### config.mk
export PLATFORM = sky130hd
export DESIGN_NAME = alu_iterative
export DESIGN_NICKNAME = d
export VERILOG_FILES = /design/src/rtl/alu_iterative.sv
export SDC_FILE = /design/constraint.sdc
export NUM_CORES = 1
export LEC_CHECK = 0
export BUFFER_PORTS_ARGS = -buffer_cell sky130_fd_sc_hd__buf_2
export CORE_ASPECT_RATIO = 1.4
export CORE_MARGIN = 10
export CORE_UTILIZATION = 55
export CTS_CLUSTER_DIAMETER = 60
export DETAILED_ROUTE_END_ITERATION = 12
export PLACE_DENSITY = 0.7
export SLEW_MARGIN = 20
export SYNTH_ARGS = -nofsm -noshare
export SYNTH_HDL_FRONTEND = slang
export SYNTH_SLANG_ARGS = --single-unit
export TNS_END_PERCENT = 100
### constraint.sdc
create_clock -name clk -period 4.8 [get_ports clk]
set_clock_uncertainty 0.05 [all_clocks]
set_input_delay 0 -clock clk [delete_from_list [all_inputs] [get_ports clk]]
set_output_delay 0 -clock clk [all_outputs]
set_load 0.02 [all_outputs]
### src/rtl/alu_iterative.sv
// alu_iterative: handshaked ALU with an iterative shift-add multiplier.
// Defining ALU_DIV_EN adds the restoring divider (DIVU/REMU). Without it, those opcodes are illegal.
module alu_iterative #(
  parameter int WIDTH = 32
) (
  input  logic             clk,
  input  logic             rst,
  input  logic             in_valid,
  output logic             in_ready,
  input  logic [WIDTH-1:0] A,
  input  logic [WIDTH-1:0] B,
  input  logic [3:0]       ALUControl,
  output logic             out_valid,
  input  logic             out_ready,
  output logic [WIDTH-1:0] Result,
  output logic             Zero,
  output logic             Negative,
  output logic             OverFlow,
  output logic             Carry,
  output logic             Illegal
);
  localparam int LW = $clog2(WIDTH);
  localparam logic [LW:0] CNT_ONE = (LW+1)'(1);
  localparam logic [LW:0] CNT_W = (LW+1)'(WIDTH);
`ifdef ALU_DIV_EN
  typedef enum logic [1:0] {IDLE, MUL, DIV, DONE} state_t;
`else
  typedef enum logic [1:0] {IDLE, MUL, DONE} state_t;
`endif
  state_t             state_q, state_d;
  logic [LW:0]        cnt_q, cnt_d;
  logic [2*WIDTH-1:0] prod_q, prod_d, prod_nx, mul_nx;
  logic [WIDTH-1:0]   opnd_q, opnd_d;
  logic               op_hi_q, op_hi_d;
  logic [WIDTH-1:0]   result_q, result_d;
  logic               zero_q, zero_d, neg_q, neg_d, ovf_q, ovf_d, carry_q, carry_d, ill_q, ill_d;
  logic               accept, iter, is_sub, is_addsub, is_mul, is_div, sc_ill, upd, c_new, v_new, ill_new;
  logic [WIDTH-1:0]   bb, sc_res, res_new;
  logic [WIDTH:0]     sum, msum;
  logic [LW-1:0]      shamt;
  assign in_ready  = (state_q == IDLE) | ((state_q == DONE) & out_ready);
  assign accept    = in_valid & in_ready;
  assign out_valid = state_q == DONE;
  assign Result    = result_q;
  assign Zero      = zero_q;
  assign Negative  = neg_q;
  assign OverFlow  = ovf_q;
  assign Carry     = carry_q;
  assign Illegal   = ill_q;
  assign shamt     = B[LW-1:0];
  assign is_sub    = ALUControl == 4'b0001;
  assign is_addsub = ALUControl[3:1] == 3'b000;
  assign is_mul    = ALUControl[3:1] == 3'b101;
  assign bb        = is_sub ? ~B : B;
  assign sum       = {1'b0, A} + {1'b0, bb} + {{WIDTH{1'b0}}, is_sub};
  // Multiplier lives in the low half of prod and shifts out as the product shifts in.
  assign msum      = {1'b0, prod_q[2*WIDTH-1:WIDTH]} + {1'b0, prod_q[0] ? opnd_q : '0};
  assign mul_nx    = {msum, prod_q[WIDTH-1:1]};
`ifdef ALU_DIV_EN
  logic [WIDTH:0]     rem_ext, diff;
  logic [2*WIDTH-1:0] div_nx;
  logic               ge;
  assign is_div  = ALUControl[3:1] == 3'b110;
  assign sc_ill  = ALUControl[3:1] == 3'b111;
  // prod holds {remainder, dividend/quotient}; quotient bits enter at the bottom.
  assign rem_ext = {prod_q[2*WIDTH-1:WIDTH], prod_q[WIDTH-1]};
  assign diff    = rem_ext - {1'b0, opnd_q};
  assign ge      = ~diff[WIDTH];
  assign div_nx  = {ge ? diff[WIDTH-1:0] : rem_ext[WIDTH-1:0], prod_q[WIDTH-2:0], ge};
  assign iter    = (state_q == MUL) | (state_q == DIV);
  assign prod_nx = (state_q == DIV) ? div_nx : mul_nx;
`else
  assign is_div  = 1'b0;
  assign sc_ill  = ALUControl >= 4'hC;
  assign iter    = state_q == MUL;
  assign prod_nx = mul_nx;
`endif
  always_comb begin
    sc_res = '0;
    case (ALUControl)
      4'h0, 4'h1: sc_res = sum[WIDTH-1:0];
      4'h2:       sc_res = A & B;
      4'h3:       sc_res = A | B;
      4'h4:       sc_res = A ^ B;
      4'h5:       sc_res = WIDTH'($signed(A) < $signed(B));
      4'h6:       sc_res = WIDTH'(A < B);
      4'h7:       sc_res = A << shamt;
      4'h8:       sc_res = A >> shamt;
      4'h9:       sc_res = $signed(A) >>> shamt;
`ifdef ALU_DIV_EN
      4'hC:       sc_res = '1;
      4'hD:       sc_res = A;
`endif
      default:    sc_res = '0;
    endcase
  end
  always_comb begin
    state_d = state_q;
    cnt_d   = cnt_q;
    prod_d  = prod_q;
    opnd_d  = opnd_q;
    op_hi_d = op_hi_q;
    upd     = 1'b0;
    res_new = '0;
    c_new   = 1'b0;
    v_new   = 1'b0;
    ill_new = 1'b0;
    if ((state_q == DONE) & out_ready) state_d = IDLE;
    if (iter) begin
      prod_d = prod_nx;
      cnt_d  = cnt_q - CNT_ONE;
      if (cnt_q == CNT_ONE) begin
        state_d = DONE;
        upd     = 1'b1;
        res_new = op_hi_q ? prod_nx[2*WIDTH-1:WIDTH] : prod_nx[WIDTH-1:0];
      end
    end
    if (accept) begin
      op_hi_d = ALUControl[0];
      cnt_d   = CNT_W;
      if (is_mul) begin
        state_d = MUL;
        opnd_d  = A;
        prod_d  = {{WIDTH{1'b0}}, B};
`ifdef ALU_DIV_EN
      end else if (is_div & (B != '0)) begin
        state_d = DIV;
        opnd_d  = B;
        prod_d  = {{WIDTH{1'b0}}, A};
`endif
      end else begin
        state_d = DONE;
        upd     = 1'b1;
        res_new = sc_res;
        c_new   = is_addsub & sum[WIDTH];
        v_new   = is_addsub & (A[WIDTH-1] == bb[WIDTH-1]) & (sum[WIDTH-1] != A[WIDTH-1]);
        ill_new = sc_ill;
      end
    end
    result_d = upd ? res_new : result_q;
    zero_d   = upd ? (res_new == '0) : zero_q;
    neg_d    = upd ? res_new[WIDTH-1] : neg_q;
    carry_d  = upd ? c_new : carry_q;
    ovf_d    = upd ? v_new : ovf_q;
    ill_d    = upd ? ill_new : ill_q;
  end
  always_ff @(posedge clk or negedge rst) begin
    if (!rst) begin
      state_q  <= IDLE;
      cnt_q    <= '0;
      prod_q   <= '0;
      opnd_q   <= '0;
      op_hi_q  <= 1'b0;
      result_q <= '0;
      zero_q   <= 1'b0;
      neg_q    <= 1'b0;
      ovf_q    <= 1'b0;
      carry_q  <= 1'b0;
      ill_q    <= 1'b0;
    end else begin
      state_q  <= state_d;
      cnt_q    <= cnt_d;
      prod_q   <= prod_d;
      opnd_q   <= opnd_d;
      op_hi_q  <= op_hi_d;
      result_q <= result_d;
      zero_q   <= zero_d;
      neg_q    <= neg_d;
      ovf_q    <= ovf_d;
      carry_q  <= carry_d;
      ill_q    <= ill_d;
    end
  end
endmodule

# ---- Word level (Yosys, flattened, before mapping)
# Index checks and enable logic that the tools add are counted.
dict set report op_classes {
  shifts 3
  magnitude_cmp 3
  bitwise_logic 10
  n_reduce_logical 7
  add_sub_neg 4
  n_eq_ne 15
  mux 28
}
# cell count
set ops {}
lappend ops {{$pmux 32 s9} 1}
lappend ops {{$mux 32} 7}
lappend ops {{$mux 64} 3}
lappend ops {{$add 32x32->33} 2}
lappend ops {{$lt 32x32->1} 2}
lappend ops {{$add 33x1->33} 1}
lappend ops {{$and 32x32->32} 1}
lappend ops {{$logic_not 32->1} 1}
lappend ops {{$not 32->32} 1}
lappend ops {{$or 32x32->32} 1}
lappend ops {{$shl 32x5->32} 1}
lappend ops {{$shr 32x5->32} 1}
lappend ops {{$sshr 32x5->32} 1}
lappend ops {{$xor 32x32->32} 1}
lappend ops {{$eq 4x3->1 const B} 4}
lappend ops {{$mux 6} 2}
lappend ops {{$mux 1} 10}
lappend ops {{$mux 2} 5}
lappend ops {{$eq 4x2->1 const B} 2}
lappend ops {{$eq 4x4->1 const B} 2}
lappend ops {{$eq 6x1->1 const B} 1}
lappend ops {{$sub 6x1->6 const B} 1}
lappend ops {{$and 1x1->1} 5}
lappend ops {{$eq 4x1->1 const B} 1}
lappend ops {{13 further kinds} 13}
dict set report totals {
  regBits 142
  input_bits 72
  output_inout_bits 39
  wordCells 81
}

# ---- Logic depth before layout (Yosys ltp)
dict set report depth {
  depth_word 8
  depth_mapped 18
  depth_no_buf 15
}

# ---- Worst setup path after synthesis
# OpenSTA, ideal clock, no wires.
dict set report synth_timing {
  kind {input-to-reg}
  from {in ALUControl[0]}
  to {reg zero_q (netlist: Zero)}
  setup_ps 92
  cell_stages 17
  path_slack_ps 807
  t_arrival_ps 3852
  n_path_buf 3
  t_required_ps 4658
  path_cell_list {buf_2 nor4b_1 buf_2 buf_1 mux2i_1 fa_1 nand2b_1 a211oi_1 o21ai_0 o21ai_0 xor2_1 a221o_1 nor4_2 nand4_1 nor4b_2 nand4_1 o31ai_2}
}
dict set report synth_via {
  elab_chain_cells 8
  elab_cells_between_ends 18
  cone_classes {2 x add/sub; 9 x eq/ne; 4 x mux; 3 x reduce/logical}
}
# element line_no
set synth_rtl {}
lappend synth_rtl {{start: declaration} 12} ;# input logic [3:0] ALUControl,
lappend synth_rtl {{$eq 4x1->1} {51, 80}}
lappend synth_rtl {{$mux 32} 54} ;# assign bb = is_sub ? ~B : B;
lappend synth_rtl {{$add 32x32->33} 55} ;# assign sum = {1'b0, A} + {1'b0, bb} + {{WIDTH{1'b0}}, is_sub};
lappend synth_rtl {{$add 33x1->33} 55}
lappend synth_rtl {{$pmux 32 s9 (*)} 80} ;# case (ALUControl)
lappend synth_rtl {{$mux 32 (*)} 121} ;# if (is_mul) begin
lappend synth_rtl {{$mux 32 (*)} 118} ;# if (accept) begin
lappend synth_rtl {{$logic_not 32->1 (*)} 141} ;# zero_d = upd ? (res_new == '0) : zero_q;
lappend synth_rtl {{end signal: assignment} 167} ;# zero_q <= zero_d;
lappend synth_rtl {{end: declaration} 36} ;# logic zero_q, zero_d, neg_q, neg_d, ovf_q, ovf_d, carry_q, carry_d, ill_q, ill_d;
# Mark *: on every way between the ends. The rest lies on a longest branch, timed or not.
# A chain may end at the register's enable or synchronous reset.

# ---- Worst setup path in the final report
dict set report layout_timing {
  from {reg prod_q[0]}
  to {reg zero_q (netlist: Zero)}
}
dict set report layout_via {
  elab_chain_cells 8
}
# element line_no
set layout_rtl {}
lappend layout_rtl {{start: declaration} 32} ;# logic [2*WIDTH-1:0] prod_q, prod_d, prod_nx, mul_nx;
lappend layout_rtl {{start signal: assignment} 163} ;# prod_q <= prod_d;
lappend layout_rtl {{$mux 32 (*)} 57} ;# assign msum = {1'b0, prod_q[2*WIDTH-1:WIDTH]} + {1'b0, prod_q[0] ? opnd_q : '0};
lappend layout_rtl {{$add 32x32->33 (*)} 57}
lappend layout_rtl {{$mux 32 (*)} 115} ;# res_new = op_hi_q ? prod_nx[2*WIDTH-1:WIDTH] : prod_nx[WIDTH-1:0];
lappend layout_rtl {{$mux 32 (*)} 112} ;# if (cnt_q == CNT_ONE) begin
lappend layout_rtl {{$mux 32 (*)} 109} ;# if (iter) begin
lappend layout_rtl {{$mux 32} 121}
lappend layout_rtl {{$mux 32 (*)} 118}
lappend layout_rtl {{$logic_not 32->1 (*)} 141}
# Marked as above.

==> impl_metrics.json <==
{
  "status": "complete, no violations",
  "syn_nets": 2490,
  "initial_core_util": 0.554,
  "reg2reg_depth": 15,
  "drv_slew": 0,
  "pin_count": 111,
  "path_clk_slew_ns": 0.06,
  "crit_path_start_kind": "register",
  "period_share": 0.964,
  "setup_violations": 0,
  "seqCellArea_um2": 3530,
  "fp.dieH_um": 231,
  "rsz0062_at_grt": "false",
  "cts_tree": "built",
  "grt_util_met2": 0.670,
  "postPlaceCellArea_um2": 18500,
  "clock_latency_ns": 0.44,
  "synth_area_um2": 17400,
  "clock_path_buffers": 2,
  "layout_min_cycle_time_ns": 4.63,
  "holdWs_ns": 0.0193,
  "num_rows": 77,
  "met3_usage": 0.0779,
  "port_buffers": 110,
  "clock-root-buffer": "clkbuf_16",
  "antenna_left": 0,
  "die_width_um": 170,
  "dieArea_um2": 39300,
  "final.setup.tns_ns": 0,
  "pwr-share-seq": 0.301,
  "crit_fanout": 14,
  "dr.pass1.iters": 9,
  "tightest_slew_ns": 1.26,
  "wl_um": 83400,
  "post-dp-hpwl_um": 64400,
  "vias_per_cell": 7.19,
  "multi_input_comb_area_um2": 12900,
  "synthToLayoutAreaGrowth_pct": 11.8,
  "drc": 0,
  "end_kind": "register",
  "relSlewSlack": 0.160,
  "nets": 2591,
  "drive_above_1_share": 0.146,
  "place.gp.congestion": 1.07,
  "synth_ff_type": "dfrtp_1",
  "post_drt_wl_per_cell_um": 30.2,
  "netlist_instances": 2254,
  "crit_arrival_ns": 4.92,
  "p_sw_frac": 0.477,
  "grt_pass1_wl_um": 123000,
  "ys_seq_area_frac": 0.203,
  "nFillCells": 2717,
  "cts_buffers": 17,
  "yosys-top-cells-area": "dfrtp_1, ha_1, nand2_1",
  "synth_top_area_frac": 0.203,
  "synthTopCellsByCount": "nand2_1, nor2_1, ha_1",
  "hold_viol_final": 0,
  "ys_warn_count": 0,
  "yosysMostFrequentCell": "nand2_1",
  "p_int_mw": 3.63,
  "gr-usage-met1": 0.468,
  "antenna_found_initial": 2,
  "yosys.area.top_type": "dfrtp_1",
  "ys_types": 96,
  "coreArea_um2": 31400,
  "power.total_mw": 6.94,
  "p_leak_nw": 8.65,
  "clkPwrFrac": 0.180,
  "synth-async-reset-ratio": 1.00,
  "gr-total-overflow": 0,
  "max_clock_freq_mhz": 216,
  "num_vias": 19900,
  "power_switching_mw": 3.31,
  "grt_max_degree": 96,
  "grt_pass1_vias": 19300,
  "design_area_um2": 19500,
  "htreeDepth": 4,
  "synth_seq_cells": 141,
  "whs_path_depth": 3,
  "gr-usage-all-layers": 0.415,
  "crit_required_ns": 5.10,
  "path_class": "reg2reg",
  "drv_cap": 0,
  "drtIter0Drc": 3393,
  "synth_edf_count": 0,
  "p_comb_frac": 0.520,
  "power.density_nw_per_um2": 356,
  "cts.sinks": 141,
  "busiest_layer": "met2",
  "syn_avg_cell_area_um2": 7.72,
  "hp-class": "in2reg",
  "ir_worst_vdd_mv": 0.324,
  "diodes": 0
}
[logic make-up (layout without fill, tap and decap cells)]
group	after synthesis	after routing	share of synthesized area
AOI/OAI and AO/OA	680	680	0.260
and+or+nand+nor	796	796	0.209
adders and majority gates	164	164	0.119
muxes	130	130	0.107
buffers and inverters	262	374	0.0621
DFF	141	141	0.203
xor gates and xnor gates	81	81	0.0407
[worst max-delay path, cell delays in order, from the launching register on]
cell and delay (ns):
dfrtp_1 0.50, nand2_1 0.19, inv_1 0.06, ha_1 0.27
a21oi_1 0.08, nand4b_1 0.32, a211oi_1 0.88, nor2_1 0.11
xnor2_1 0.19, a221o_1 0.36, nor4_2 0.42, nand4_1 0.18
nor4b_2 0.40, buf_4 0.17, nand4_1 0.10, o31ai_2 0.25
[placed cells by master (no fill, tap or decap), types with 31 or more instances in the layout]
cell type	n
buf_4	99
o21ai_0	137
nor3_1	34
nand3_1	41
o22ai_1	31
a31oi_1	56
buf_2	108
dfrtp_1	141
xnor2_1	61
dlygate4sd3_1	38
mux2i_1	55
inv_1	94
a21oi_1	154
nor2_1	240
and2_1	42
o211ai_1	39
a211oi_1	34
mux4_2	40
ha_1	162
nand2_1	294
[power by group through the flow]
stage               clock network, mW  logic, mW  registers, mW
floorplan                           0       2.14           2.09
finish                           1.25       3.60           2.09
global placement                    0       3.29           2.04
CTS                              1.23       3.47           2.05
detailed placement                  0       3.40           2.06
global route                     1.28       3.83           2.12
[area by class of cell]
type / count / area share
well taps: 395 / 0.0254
flip-flops and latches: 141 / 0.181
repair buffers: 246 / 0.0861
clock inverters: 8 / 0.00353
multi-input cells: 1851 / 0.661
inverters: 98 / 0.0189
clock buffers: 22 / 0.0238
[per-layer routing]
layer / up-vias / wire, um / share of wire
met5: - / 17 / 0.00020
met3: 472 / 7800 / 0.093
met1: 9357 / 28800 / 0.35
li1: 8439 / - / -
met4: 2 / 8430 / 0.10
met2: 1589 / 38400 / 0.46
[what timing repair did]
item	4_1_cts	5_1_grt
hold buffers	38	0
setup endpoints to repair	0	2
gates resized for setup	0	3
endpoints found under the hold margin	131	0
setup buffers	0	0
[through the flow]
| step | util | setup WS [ns] | instances |
|---|---|---|---|
| 6_report | 0.620 | 0.173 | 2761 |
| 5_1_grt | 0.620 | 0.0157 | 2761 |
| 4_1_cts | 0.619 | 0.327 | 2761 |
| 3_5_place_dp | 0.590 | 0.182 | 2693 |
| 3_3_place_gp | 0.590 | 0.255 | 2693 |
| 2_1_floorplan | - | 0.807 | 2254 |
[flip-flops by register name (all words and copies together) (netlist names)]
signal	count
Zero	1
OverFlow	1
opnd_q	32
Carry	1
op_hi_q	1
prod_q	64
state_q	2
Result	32
cnt_q	6
Illegal	1
[worst paths after layout]
check	start	end	slack [ns]
max	prod_q[0]	Zero	0.17
min	A[14]	opnd_q[14]	0.02
max reg2reg	prod_q[0]	Zero	0.17
min reg2reg	opnd_q[19]	opnd_q[19]	0.43
max in group asynchronous	rst	Result[30]	3.30
min in group asynchronous	rst	opnd_q[9]	0.18
Note: power is estimated with default switching activity, not from simulation.
